--- config.mk ---
export PLATFORM = sky130hd
export DESIGN_NAME = perceptron_comm_ctrl
export DESIGN_NICKNAME = d
export VERILOG_FILES = /design/src/rtl/perceptron_comm_ctrl.sv
export SDC_FILE = /design/constraint.sdc
export NUM_CORES = 1
export LEC_CHECK = 0
export ABC_CLOCK_PERIOD_IN_PS = 3950
export CORE_AREA = 5 5 95 185
export DETAILED_ROUTE_END_ITERATION = 8
export DIE_AREA = 0 0 100 190
export PLACE_DENSITY = 0.75
export SETUP_SLACK_MARGIN = 0.3
export SYNTH_ARGS = -nofsm -noshare
export SYNTH_HDL_FRONTEND = slang
export SYNTH_SLANG_ARGS = --single-unit
--- constraint.sdc ---
create_clock -name clk -period 3.95 [get_ports clk]
set_clock_uncertainty 0.15 [all_clocks]
set_input_delay 0.9875 -clock clk [delete_from_list [all_inputs] [get_ports clk]]
set_output_delay 0.9875 -clock clk [all_outputs]
set_load 0.05 [all_outputs]
--- src/rtl/perceptron_comm_ctrl.sv ---
// Opcode parser and response serialiser between the byte UART and the perceptron core.
// Define PERCEPTRON_COMM_TIMEOUT_EN to abort a stalled write payload after TIMEOUT_CYCLES idle clocks.
module perceptron_comm_ctrl #(
    parameter logic [7:0] OP_READ               = 8'd5,
    parameter logic [7:0] OP_WRITE_WEIGHTS      = 8'd50,
    parameter logic [7:0] OP_WRITE_INPUTS       = 8'd51,
    parameter logic [7:0] OP_READ_RESPONSE      = 8'd100,
    parameter logic [7:0] OP_WRITE_RESPONSE_OK  = 8'd101,
    parameter logic [7:0] OP_WRITE_RESPONSE_ERR = 8'd102,
    parameter int         TIMEOUT_CYCLES        = 120000
) (
    input  logic        clk,
    input  logic        rst_n,
    input  logic        rx_valid,
    input  logic [7:0]  rx_data,
    output logic        rx_clear,
    output logic        tx_start,
    output logic [7:0]  tx_data,
    input  logic        tx_busy,
    output logic [15:0] weight1,
    output logic [15:0] weight2,
    output logic [15:0] input1,
    output logic [15:0] input2,
    output logic        weights_we,
    output logic        inputs_we,
    input  logic [15:0] result
);

    typedef enum logic [2:0] {
        S_IDLE,
        S_RX_PAYLOAD,
        S_COMMIT,
        S_TX_LOAD,
        S_TX_WAIT_BUSY,
        S_TX_WAIT_DONE
    } state_t;

    state_t      state_q, state_d;
    logic        rx_valid_p1;
    logic        rx_take;
    logic [7:0]  opcode_q, opcode_d;
    logic [1:0]  byte_cnt_q, byte_cnt_d;
    logic [31:0] pay_buf_q, pay_buf_d;
    logic [7:0]  tx_buf_q [8];
    logic [7:0]  tx_buf_d [8];
    logic [2:0]  tx_len_q, tx_len_d;
    logic [2:0]  tx_idx_q, tx_idx_d;
    logic        rx_clear_d, tx_start_d, weights_we_d, inputs_we_d;
    logic [7:0]  tx_data_d;
    logic [15:0] weight1_d, weight2_d, input1_d, input2_d;

`ifdef PERCEPTRON_COMM_TIMEOUT_EN
    localparam int TMO_W = $clog2(TIMEOUT_CYCLES + 1);
    logic [TMO_W-1:0] tmo_q, tmo_d;
`endif

    // A level-held rx_valid yields exactly one byte: only its rising edge counts.
    assign rx_take = rx_valid && !rx_valid_p1;

    always_comb begin
        state_d      = state_q;
        opcode_d     = opcode_q;
        byte_cnt_d   = byte_cnt_q;
        pay_buf_d    = pay_buf_q;
        tx_buf_d     = tx_buf_q;
        tx_len_d     = tx_len_q;
        tx_idx_d     = tx_idx_q;
        rx_clear_d   = 1'b0;
        tx_start_d   = tx_start;
        tx_data_d    = tx_data;
        weight1_d    = weight1;
        weight2_d    = weight2;
        input1_d     = input1;
        input2_d     = input2;
        weights_we_d = 1'b0;
        inputs_we_d  = 1'b0;
`ifdef PERCEPTRON_COMM_TIMEOUT_EN
        tmo_d        = tmo_q;
`endif
        case (state_q)
            S_IDLE: begin
                if (rx_take) begin
                    rx_clear_d = 1'b1;
                    tx_idx_d   = 3'd0;
                    if (rx_data == OP_READ) begin
                        // Snapshot now so later weight/result changes cannot tear the reply.
                        tx_buf_d[0] = OP_READ_RESPONSE;
                        tx_buf_d[1] = weight1[15:8];
                        tx_buf_d[2] = weight1[7:0];
                        tx_buf_d[3] = weight2[15:8];
                        tx_buf_d[4] = weight2[7:0];
                        tx_buf_d[5] = result[15:8];
                        tx_buf_d[6] = result[7:0];
                        tx_len_d    = 3'd7;
                        state_d     = S_TX_LOAD;
                    end else if (rx_data == OP_WRITE_WEIGHTS || rx_data == OP_WRITE_INPUTS) begin
                        opcode_d   = rx_data;
                        byte_cnt_d = 2'd0;
`ifdef PERCEPTRON_COMM_TIMEOUT_EN
                        tmo_d      = '0;
`endif
                        state_d    = S_RX_PAYLOAD;
                    end else begin
                        tx_buf_d[0] = OP_WRITE_RESPONSE_ERR;
                        tx_len_d    = 3'd1;
                        state_d     = S_TX_LOAD;
                    end
                end
            end
            S_RX_PAYLOAD: begin
                if (rx_take) begin
                    rx_clear_d = 1'b1;
                    pay_buf_d  = {pay_buf_q[23:0], rx_data};
                    byte_cnt_d = byte_cnt_q + 2'd1;
`ifdef PERCEPTRON_COMM_TIMEOUT_EN
                    tmo_d      = '0;
`endif
                    if (byte_cnt_q == 2'd3) begin
                        state_d = S_COMMIT;
                    end
                end
`ifdef PERCEPTRON_COMM_TIMEOUT_EN
                else if (tmo_q == TMO_W'(TIMEOUT_CYCLES - 1)) begin
                    tx_buf_d[0] = OP_WRITE_RESPONSE_ERR;
                    tx_len_d    = 3'd1;
                    tx_idx_d    = 3'd0;
                    state_d     = S_TX_LOAD;
                end else begin
                    tmo_d = tmo_q + 1'b1;
                end
`endif
            end
            S_COMMIT: begin
                if (opcode_q == OP_WRITE_WEIGHTS) begin
                    weight1_d    = pay_buf_q[31:16];
                    weight2_d    = pay_buf_q[15:0];
                    weights_we_d = 1'b1;
                end else begin
                    input1_d    = pay_buf_q[31:16];
                    input2_d    = pay_buf_q[15:0];
                    inputs_we_d = 1'b1;
                end
                tx_buf_d[0] = OP_WRITE_RESPONSE_OK;
                tx_len_d    = 3'd1;
                tx_idx_d    = 3'd0;
                state_d     = S_TX_LOAD;
            end
            S_TX_LOAD: begin
                tx_data_d  = tx_buf_q[tx_idx_q];
                tx_start_d = 1'b1;
                state_d    = S_TX_WAIT_BUSY;
            end
            S_TX_WAIT_BUSY: begin
                if (tx_busy) begin
                    tx_start_d = 1'b0;
                    state_d    = S_TX_WAIT_DONE;
                end
            end
            S_TX_WAIT_DONE: begin
                if (!tx_busy) begin
                    tx_idx_d = tx_idx_q + 3'd1;
                    state_d  = (tx_idx_q + 3'd1 == tx_len_q) ? S_IDLE : S_TX_LOAD;
                end
            end
            default: state_d = S_IDLE;
        endcase
    end

    always_ff @(posedge clk) begin
        if (!rst_n) begin
            state_q     <= S_IDLE;
            rx_valid_p1 <= 1'b0;
            opcode_q    <= '0;
            byte_cnt_q  <= '0;
            tx_len_q    <= '0;
            tx_idx_q    <= '0;
            rx_clear    <= 1'b0;
            tx_start    <= 1'b0;
            tx_data     <= '0;
            weight1     <= '0;
            weight2     <= '0;
            input1      <= '0;
            input2      <= '0;
            weights_we  <= 1'b0;
            inputs_we   <= 1'b0;
`ifdef PERCEPTRON_COMM_TIMEOUT_EN
            tmo_q       <= '0;
`endif
        end else begin
            state_q     <= state_d;
            rx_valid_p1 <= rx_valid;
            opcode_q    <= opcode_d;
            byte_cnt_q  <= byte_cnt_d;
            tx_len_q    <= tx_len_d;
            tx_idx_q    <= tx_idx_d;
            rx_clear    <= rx_clear_d;
            tx_start    <= tx_start_d;
            tx_data     <= tx_data_d;
            weight1     <= weight1_d;
            weight2     <= weight2_d;
            input1      <= input1_d;
            input2      <= input2_d;
            weights_we  <= weights_we_d;
            inputs_we   <= inputs_we_d;
`ifdef PERCEPTRON_COMM_TIMEOUT_EN
            tmo_q       <= tmo_d;
`endif
        end
    end

    // Byte buffers are pure data; the byte counter and state guard their use after reset.
    always_ff @(posedge clk) begin
        pay_buf_q <= pay_buf_d;
        tx_buf_q  <= tx_buf_d;
    end

endmodule

==> qor.yml, run 1 <==
grt_first_pass_wirelength_um: 23810
synth-main-ff-cell: "dfxtp_1"
cts_root_buffer: "clkbuf_16"
die_y_um: 190
power_w: 0.004173
hold_viol_final: 0
clkSinkCount: 177
vias: 4445
syn-cell-area_sq_um: 6570
relSlewSlack_pct: 21.42
period_minus_slack_ns: 2.817
synth_edf_count: 82
post_dp_cell_area_sq_um: 7751
powerDensity_nw_per_um2: 501.4
syn_inst: 565
rr_endpoint: "weight1[6]$_SDFFE_PN0P_"
max_cap_violations: 0
cp.required_ns: 3.91
synth_area_leaders: "edfxtp_1 37%, dfxtp_1 29%, nand2_1 8.6%"
drt_iter0_drc: 266
regToRegStartpoint: "opcode_q[0]$_SDFFE_PN0P_"
routed_wl_um: 15010
syn_area_per_cell_sq_um: 11.63
syn-num-nets: 595
yosysWarnings: 0
dieArea_sq_um: 19000
final_common_cell: "nand2_1"
holdBufCountCts: 0
async_reset_ff_share_pct: 0
clock_path_buffers: 2
fillers: 1397
whs_endpoint: "tx_buf_q[30]$_DFFE_PP_"
hold_path_startpoint: "weight2[6]$_SDFFE_PN0P_"
fin_area_sq_um: 8323
coreArea_sq_um: 16100
grt_remaining_overflow: 0
yosysTopAreaCell: "edfxtp_1"
area_delta_synth_final_pct: 26.68
cp_max_fo: 48
drive_gt1_share_pct: 7.578
reg2reg_depth: 5
vdd_drop_max_uv: 336.1
start_util_pct: 40.80
setup_tns_ns: 0
hold_class: "flop to flop"
cp-end-kind: "flop"
whs_path_depth: 0
critPathArrivalTime_ns: 2.78
hpwl_um: 10160
cts_tree: "done"
finalCritPeriodShare_pct: 71.32
grt_max_degree: 53
p_leak_nw: 2.814
crit_type: "input port to flop"
rsz0062_at_grt: "no"
post_drt_wl_per_cell_um: 17.11
globalplace.congestion: 0.7654
synth_cell_type_count: 42
first_pass_iters: 5
synthDominantCellAreaShare_pct: 37.48
port_buffers: 103
ys_seq_elements: 177
fmax_mhz: 354.9
ant_nets: 0
grt_pass1_vias: 4446
antenna_found_initial: 0
cts_made_buffers: 17
cts_setup_buffers: 0
drc: 0
clkLatencyLatePin_ns: 0.43
critPathLaunchType: "input port"
drv_slew: 0
ys_seq_area_share_pct: 66.43
finalSetupViolCount: 0
antenna_cells: 0
core.rowCount: 66
avgViaCountPerCell: 5.068
final.setup.worst_slack_ns: 1.133
htreeDepth: 4
final_cell_mix: "151 x nand2_1, 102 x clkdlybuf4s50_1, 95 x dfxtp_1"
track_usage_pct: 16.26
place_ws_ns: 0.6946
ctsResizeCount: 0
die_w_um: 100
worstMarginPinSlew_ns: 1.176
ff2ff_setup_slack_ns: 1.36
status: "completed"
io_pins: 104
clk_pin_slew_worst_paths_ns: 0.07
nets: 690
## through the flow
step           utilization, %  hold WS [ns]  std cells
2_1_floorplan               -        0.2827        565
3_3_place_gp            48.14        0.2853        845
3_5_place_dp            48.14        0.2908        845
4_1_cts                 51.69        0.3019        877
5_1_grt                 51.69        0.3166        877
6_report                51.69        0.3019        877
## layer usage
layer	vias up	part of all wire, %	global-route usage, %
met5	-	0	0
met4	0	1.2	4.878
met2	159	48	25.89
met3	12	9.5	6.349
met1	2119	41	20.43
li1	2155	-	-
## cells by family (layout without fill, tap and decap cells)
family / after synthesis / count (layout) / share of synthesized area, %
flops: 177 / 177 / 66.43
buf+inv: 35 / 143 / 2.628
fa+ha+maj: 2 / 2 / 0.3808
mux: 21 / 21 / 3.637
simple gates: 212 / 212 / 14.36
compound gates: 116 / 116 / 12.30
xor+xnor: 2 / 2 / 0.2667
## cells in the mapped netlist, types with 3 or more instances
library cell  instances
buf_4                 4
nor2b_1               9
a21oi_1              11
nand2_1             151
a221oi_1              3
mux2_2                3
mux2i_1              16
nand2b_1              5
o21a_1                6
a21boi_1             60
a21boi_0              7
nor3_1                4
buf_2                 3
nor2_1               17
edfxtp_1             82
a21o_1                3
and2_1                4
buf_6                 3
o21ai_0              16
and3_1                8
a211oi_1              7
clkbuf_1             22
dfxtp_1              95
## report_power, final
group          switching [W]  internal (W)
Combinational       0.000328      0.000177
Clock               0.000739      0.000863
Sequential         0.0000667       0.00200
## registers in the layout, indices dropped and copies added (netlist names), 2 cells and up
| signal | cells |
|---|---|
| tx_buf_q | 50 |
| pay_buf_q | 32 |
| input1 | 16 |
| input2 | 16 |
| weight1 | 16 |
| weight2 | 16 |
| opcode_q | 8 |
| tx_data | 8 |
| state_q | 3 |
| tx_idx_q | 3 |
| byte_cnt_q | 2 |
| tx_len_q | 2 |
## worst max-delay path: stages
cell             delay, ns
clkdlybuf4s50_1       0.48
or4bb_1               0.47
nor3_1                0.30
and3b_2               0.27
buf_12                0.25
## cell type report
class                   count  area [sq um]  share of cell area, %
inverters                   1         3.754                0.04510
well taps                 204         255.2                  3.067
clock inverters            14         121.4                  1.458
clock buffers              18         450.4                  5.412
multi-input cells         353          2037                  24.47
flip-flops and latches    177          4364                  52.44
repair buffers            110          1091                  13.11
## how the worst max path moves through the flow
stage                             from                  endpoint  slack (ns)
5_1_grt        state_q[0]$_SDFFE_PN0P_  weight2[13]$_SDFFE_PN0P_        1.07
3_5_place_dp                rx_data[2]    tx_buf_q[44]$_DFFE_PP_        0.69
2_1_floorplan               rx_data[1]    tx_buf_q[10]$_DFFE_PP_        0.46
6_report                    rx_data[2]    tx_buf_q[44]$_DFFE_PP_        1.13
3_3_place_gp                rx_data[2]    tx_buf_q[47]$_DFFE_PP_        0.72
4_1_cts        weight1[8]$_SDFFE_PN0P_                weight1[8]        1.11
(Power assumes the default switching activity.)
==> run 2, diff against run 1 <==
--- a/config.mk
+++ b/config.mk
@@ -5,7 +5,7 @@
 export SDC_FILE = /design/constraint.sdc
 export NUM_CORES = 1
 export LEC_CHECK = 0
-export ABC_CLOCK_PERIOD_IN_PS = 3950
+export ABC_CLOCK_PERIOD_IN_PS = 2650
 export CORE_AREA = 5 5 95 185
 export DETAILED_ROUTE_END_ITERATION = 8
 export DIE_AREA = 0 0 100 190
==> constraint.sdc (replaced) <==
create_clock -name clk -period 2.65 [get_ports clk]
set_clock_uncertainty 0.15 [all_clocks]
set_input_delay 0.6625 -clock clk [delete_from_list [all_inputs] [get_ports clk]]
set_output_delay 0.6625 -clock clk [all_outputs]
set_load 0.05 [all_outputs]
==> run 2 against run 1 <==
  * Die area did not move
  * Sequential power rose by 49%
  * Critical path depth did not move
  * Routed wire length rose by 2.9%
  * Core utilization rose by 1.1 points
  * Total power rose by 50%
  * Sequential share of layout area fell by 1.1 points
  * Non-clock buffer count rose by 17
  * Cell count rose by 1.9%
  * Largest cell class unchanged
  * Highest routed layer unchanged
==> qor.yml, run 2 (synthesis gave the netlist of run 1 again) <==
powerDensity_nw_per_um2: 734.1  # +46%
fmax_mhz: 427.7
grt_first_pass_wirelength_um: 23930  # +0.50%
crit_type: "input port to flop"
cp_max_fo: 12  # -75%
track_usage_pct: 16.19  # -0.072 points
finalSetupViolCount: 0  # unchanged
nets: 707  # +2.5%
antenna_cells: 0  # unchanged
hold_class: "flop to flop"
vdd_drop_max_uv: 495.4  # +47%
clkSinkCount: 177  # unchanged
cp.required_ns: 2.62  # -1.29 ns
slowest_stage: "clkdlybuf4s50_1"
clkLatencyLatePin_ns: 0.42  # about the same
fin_util_pct: 52.82  # +1.1 points
finalCritPeriodShare_pct: 88.23
cts_tree: "done"
cts_made_buffers: 17  # unchanged
routed_wl_um: 15450  # +2.9%
clock_path_buffers: 2  # unchanged
port_buffers: 103  # unchanged
first_pass_iters: 4  # -1
drt_iter0_drc: 280  # +5.3%
cp-end-kind: "flop"
status: "completed"
htreeDepth: 4  # unchanged
crit_chain: "clkdlybuf4s50_1 -> or3_4 -> nor3_4 -> and3b_4 -> clkbuf_16"
hold_viol_final: 0  # unchanged
io_pins: 104  # unchanged
critPathLaunchType: "input port"
relSlewSlack_pct: 52.72  # +31 points
whs_ns: 0.2946  # -0.007351 ns
grt_pass1_vias: 4535  # +2.0%
grt_remaining_overflow: 0  # unchanged
max_cap_violations: 0  # unchanged
top_regs: "tx_buf_q x50, pay_buf_q x32"
antenna_found_initial: 0  # unchanged
die_w_um: 100  # unchanged
final_cell_mix: "151 x nand2_1, 95 x dfxtp_1, 82 x edfxtp_1"
p_leak_nw: 3.353  # +19%
area_delta_synth_final_pct: 29.46
clk_pin_slew_worst_paths_ns: 0.06  # about the same
ant_nets: 0  # unchanged
top_register: "tx_buf_q"
period_minus_slack_ns: 2.338
cpPeakStageDelay_ns: 0.42  # -0.06 ns
drv_slew: 0  # unchanged
final_common_cell: "nand2_1"
dieArea_sq_um: 19000  # unchanged
worstMarginPinSlew_ns: 0.7083  # -0.4676 ns
vias: 4526  # +1.8%
coreArea_sq_um: 16100  # unchanged
globalplace.congestion: 0.7815  # +2.1%
rsz0062_at_grt: "yes"
cts_root_buffer: "clkbuf_16"
critPathArrivalTime_ns: 2.31  # -0.47 ns
post_drt_wl_per_cell_um: 17.28  # +0.96%
drc: 0  # unchanged
cts_setup_buffers: 0  # unchanged
grt_max_degree: 58  # +9.4%
hpwl_um: 10700  # +5.4%
drive_gt1_share_pct: 9.565  # +2.0 points
holdBufCountCts: 0  # unchanged
avgViaCountPerCell: 5.063  # -0.11%
largest_register_ffs: 50  # unchanged
setup_tns_ns: 0  # unchanged
die_y_um: 190  # unchanged
start_util_pct: 40.80  # unchanged
core.rowCount: 66  # unchanged
-- run 2: cell types whose count changed in the layout (fill, tap and decap cells not counted), sizes merged --
cell	before	now
buf	8	21
bufinv	0	2
clkbuf	18	28
clkdlybuf4s50	102	21
clkinv	6	3
clkinvlp	1	0
dlygate4sd2	0	75
dlymetal6s2s	0	6
inv	8	4
-- run 2: metrics by stage --
stage	worst slack, ns	area (sq um)	instances	power, W
2_1_floorplan	0.2173	6579	565	0.003623
3_3_place_gp	-0.06986	7874	857	0.003901
3_5_place_dp	-0.1060	7874	857	0.003912
4_1_cts	0.3067	8368	889	0.006298
5_1_grt	0.2813	8506	894	0.006486
6_report	0.3118	8506	894	0.006244
-- run 2: worst max-delay path, delay by kind of cell --
family | cells | cell delay [ns]
simple gates | 3 | 0.99
buf+inv | 2 | 0.65
-- run 2: timing repair --
action | in CTS | in global routing
gates resized for setup | 76 | 9
setup endpoints to repair | 89 | 50
pin swaps | 0 | 1
cloned | 0 | 5
-- run 2: routing by layer --
layer  global-route usage (%)  wire length, um
met5                        0                0
met3                    5.615             1297
met2                    26.51             7741
met4                    4.048               51
met1                    20.51             6354
-- run 2: final cells by class --
| class | count | area [sq um] |
|---|---|---|
| timing repair buffer | 127 | 1239 |
| fill | 1406 | 7597 |
| sequential | 177 | 4364 |
| inverter | 1 | 3.754 |
| tap | 204 | 255.2 |
| multi-input combinational | 353 | 2062 |
| clock buffer | 24 | 483.0 |
| clock inverter | 8 | 98.84 |
-- run 2: worst paths after layout --
kind	slack (ns)	from	cells past startpoint	endpoint
max	0.31	rx_data[3]	5	tx_buf_q[13]$_DFFE_PP_
min	0.29	tx_data[7]$_SDFFE_PN0P_	1	tx_data[7]$_SDFFE_PN0P_
max reg2reg	0.54	opcode_q[0]$_SDFFE_PN0P_	6	input1[15]$_SDFFE_PN0P_
min reg2reg	0.29	tx_data[7]$_SDFFE_PN0P_	1	tx_data[7]$_SDFFE_PN0P_
-- run 2: power breakdown --
group / switching, W / leakage, nW / internal [W]
clock: 0.000970 / 0.286 / 0.00147
combinational: 0.000494 / 1.55 / 0.000231
sequential: 0.0000938 / 1.52 / 0.00298
total: 0.00156 / 3.35 / 0.00469
==> run 3, diff against run 2 <==
--- a/config.mk
+++ b/config.mk
@@ -9,7 +9,7 @@
 export CORE_AREA = 5 5 95 185
 export DETAILED_ROUTE_END_ITERATION = 8
 export DIE_AREA = 0 0 100 190
-export PLACE_DENSITY = 0.75
+export PLACE_DENSITY_LB_ADDON = 0.25
 export SETUP_SLACK_MARGIN = 0.3
 export SYNTH_ARGS = -nofsm -noshare
 export SYNTH_HDL_FRONTEND = slang
==> run 3 against run 2 <==
  * Cell count shrank 0.34%
  * Worst setup slack gained 0.055 ns
  * Routed wire length shrank 1.4%
  * Sequential power is essentially flat
  * Critical path type unchanged
  * Critical endpoint is now tx_buf_q[9]$_DFFE_PP_
  * Largest cell class unchanged
==> qor.yml, run 3 (synthesis gave the netlist of run 1 again) <==
grt_first_pass_wirelength_um: 24450  # +2.2%
setup_tns_ns: 0  # unchanged
grt_pass1_vias: 4563  # +0.62%
drc: 0  # unchanged
routed_wl_um: 15220  # -1.4%
max_cap_violations: 0  # unchanged
drive_gt1_share_pct: 9.461  # -0.10 points
cts_root_buffer: "clkbuf_16"
hpwl_um: 10690  # -0.14%
relSlewSlack_pct: 52.44  # -0.28 points
dr_wl_met2_um: 7535  # -2.7%
ff2ff_setup_slack_ns: 0.52  # -0.02 ns
seq_area_sq_um: 4364  # unchanged
start_util_pct: 40.80  # unchanged
cts_tree: "done"
clkLatencyLatePin_ns: 0.42  # about the same
cp.required_ns: 2.63  # about the same
die_y_um: 190  # unchanged
cp-end-kind: "flop"
place_ws_ns: -0.1094  # -0.003425 ns
first_pass_iters: 4  # unchanged
grt_max_degree: 89  # +53%
crit_type: "input port to flop"
critPathArrivalTime_ns: 2.26  # -0.05 ns
powerDensity_nw_per_um2: 737.2  # +0.42%
cp_max_fo: 6  # -6
dr_wl_met3_um: 1037  # -20%
top_regs: "tx_buf_q x50, pay_buf_q x32"
antenna_cells: 0  # unchanged
hold_path_startpoint: "input1[7]$_SDFFE_PN0P_"
hold_viol_final: 0  # unchanged
io_pins: 104  # unchanged
grt_remaining_overflow: 0  # unchanged
final_common_cell: "nand2_1"
drt_iter0_drc: 216  # -23%
hold_class: "flop to flop"
rr_endpoint: "input1[15]$_SDFFE_PN0P_"
period_minus_slack_ns: 2.283  # -0.05519 ns
top_register: "tx_buf_q"
whs_ns: 0.2989  # +0.004274 ns
largest_register_ffs: 50  # unchanged
fin_area_sq_um: 8441  # -0.76%
ant_nets: 0  # unchanged
highest-signal-layer: "met4"
dieArea_sq_um: 19000  # unchanged
vdd_drop_max_uv: 485.9  # -1.9%
reg2reg_depth: 6  # unchanged
final_cell_mix: "151 x nand2_1, 95 x dfxtp_1, 82 x edfxtp_1"
startpoint: "rx_data[3]"
finalSetupViolCount: 0  # unchanged
vias: 4482  # -0.97%
drv_slew: 0  # unchanged
port_buffers: 103  # unchanged
cpPeakStageDelay_ns: 0.42  # about the same
post_dp_cell_area_sq_um: 7879  # about the same
fmax_mhz: 438.0  # +2.4%
die_w_um: 100  # unchanged
post_drt_wl_per_cell_um: 17.09  # -1.1%
coreArea_sq_um: 16100  # unchanged
worstMarginPinSlew_ns: 0.7125  # +0.004170 ns
nets: 704  # -0.42%
avgViaCountPerCell: 5.030  # -0.64%
clk_pin_slew_worst_paths_ns: 0.06  # about the same
status: "completed"
critPathLaunchType: "input port"
antenna_found_initial: 0  # unchanged
finalCritPeriodShare_pct: 86.15  # -2.1 points
met1_length_um: 6398  # +0.69%
power_w: 0.006222  # -0.35%
multi_input_area_sq_um: 2044  # -0.85%
htreeDepth: 4  # unchanged
clkSinkCount: 177  # unchanged
cts_made_buffers: 17  # unchanged
final.setup.worst_slack_ns: 0.3670  # +0.05519 ns
crit_chain: "clkdlybuf4s50_1 -> or3_1 -> nor3_2 -> and3b_4 -> clkbuf_16"
core.rowCount: 66  # unchanged
regToRegStartpoint: "opcode_q[0]$_SDFFE_PN0P_"
clock_path_buffers: 2  # unchanged
area_delta_synth_final_pct: 28.47
globalplace.congestion: 0.7800  # -0.19%
fillers: 1458  # +3.7%
slowest_stage: "clkdlybuf4s50_1"
track_usage_pct: 16.68  # +0.48 points
p_leak_nw: 3.301  # -1.6%
rsz0062_at_grt: "no"
cts_setup_buffers: 0  # unchanged
crit_path_end: "tx_buf_q[9]$_DFFE_PP_"
-- run 3: layout make-up --
class | instances | share of cell area (%)
multi-input combinational | 353 | 24.22
sequential | 177 | 51.70
timing repair buffer | 124 | 14.16
tap | 204 | 3.024
clock buffer | 19 | 5.381
clock inverter | 13 | 1.468
inverter | 1 | 0.04447
-- run 3: how the worst min path moves through the flow --
| stage | endpoint | slack (ns) | depth (start not counted) |
|---|---|---|---|
| final | input1[7]$_SDFFE_PN0P_ | 0.30 | 2 |
| after global routing | input1[13]$_SDFFE_PN0P_ | 0.32 | 2 |
| after CTS | input1[7]$_SDFFE_PN0P_ | 0.30 | 2 |
| after detailed placement | tx_data[0]$_SDFFE_PN0P_ | 0.30 | 2 |
| after global placement | tx_data[5]$_SDFFE_PN0P_ | 0.29 | 2 |
| after floorplan | opcode_q[1]$_SDFFE_PN0P_ | 0.28 | 1 |
-- run 3: repair_timing --
item / CTS / global route
endpoints found under the setup margin: 76 / 33
hold buffers: 0 / 0
cloned: 0 / 3
pin swaps: 0 / 2
gates resized for setup: 76 / 6
-- run 3: power breakdown --
part	internal [W]	leakage, nW	switching, W
logic	0.000231	1.49	0.000494
clock network	0.00137	0.286	0.00105
registers	0.00298	1.52	0.0000922
total	0.00458	3.30	0.00164
-- run 3: critical path, delay by kind of cell --
family	cells	cell delay [ns]
buffers and inverters	2	0.61
AND/OR/NAND/NOR	3	0.98
-- run 3: per-layer routing --
metal | GRT usage [%] | vias to the layer above
met1 | 20.77 | 2150
met4 | 5.760 | 0
met2 | 27.35 | 130
met5 | 0 | -
li1 | - | 2187
met3 | 5.101 | 15
-- run 3: stage by stage --
step                      utilization [%]  instances
after floorplan                         -        565
after global placement              48.93        856
after global routing                52.42        891
final                               52.42        891
after detailed placement            48.93        856
after CTS                           51.93        888
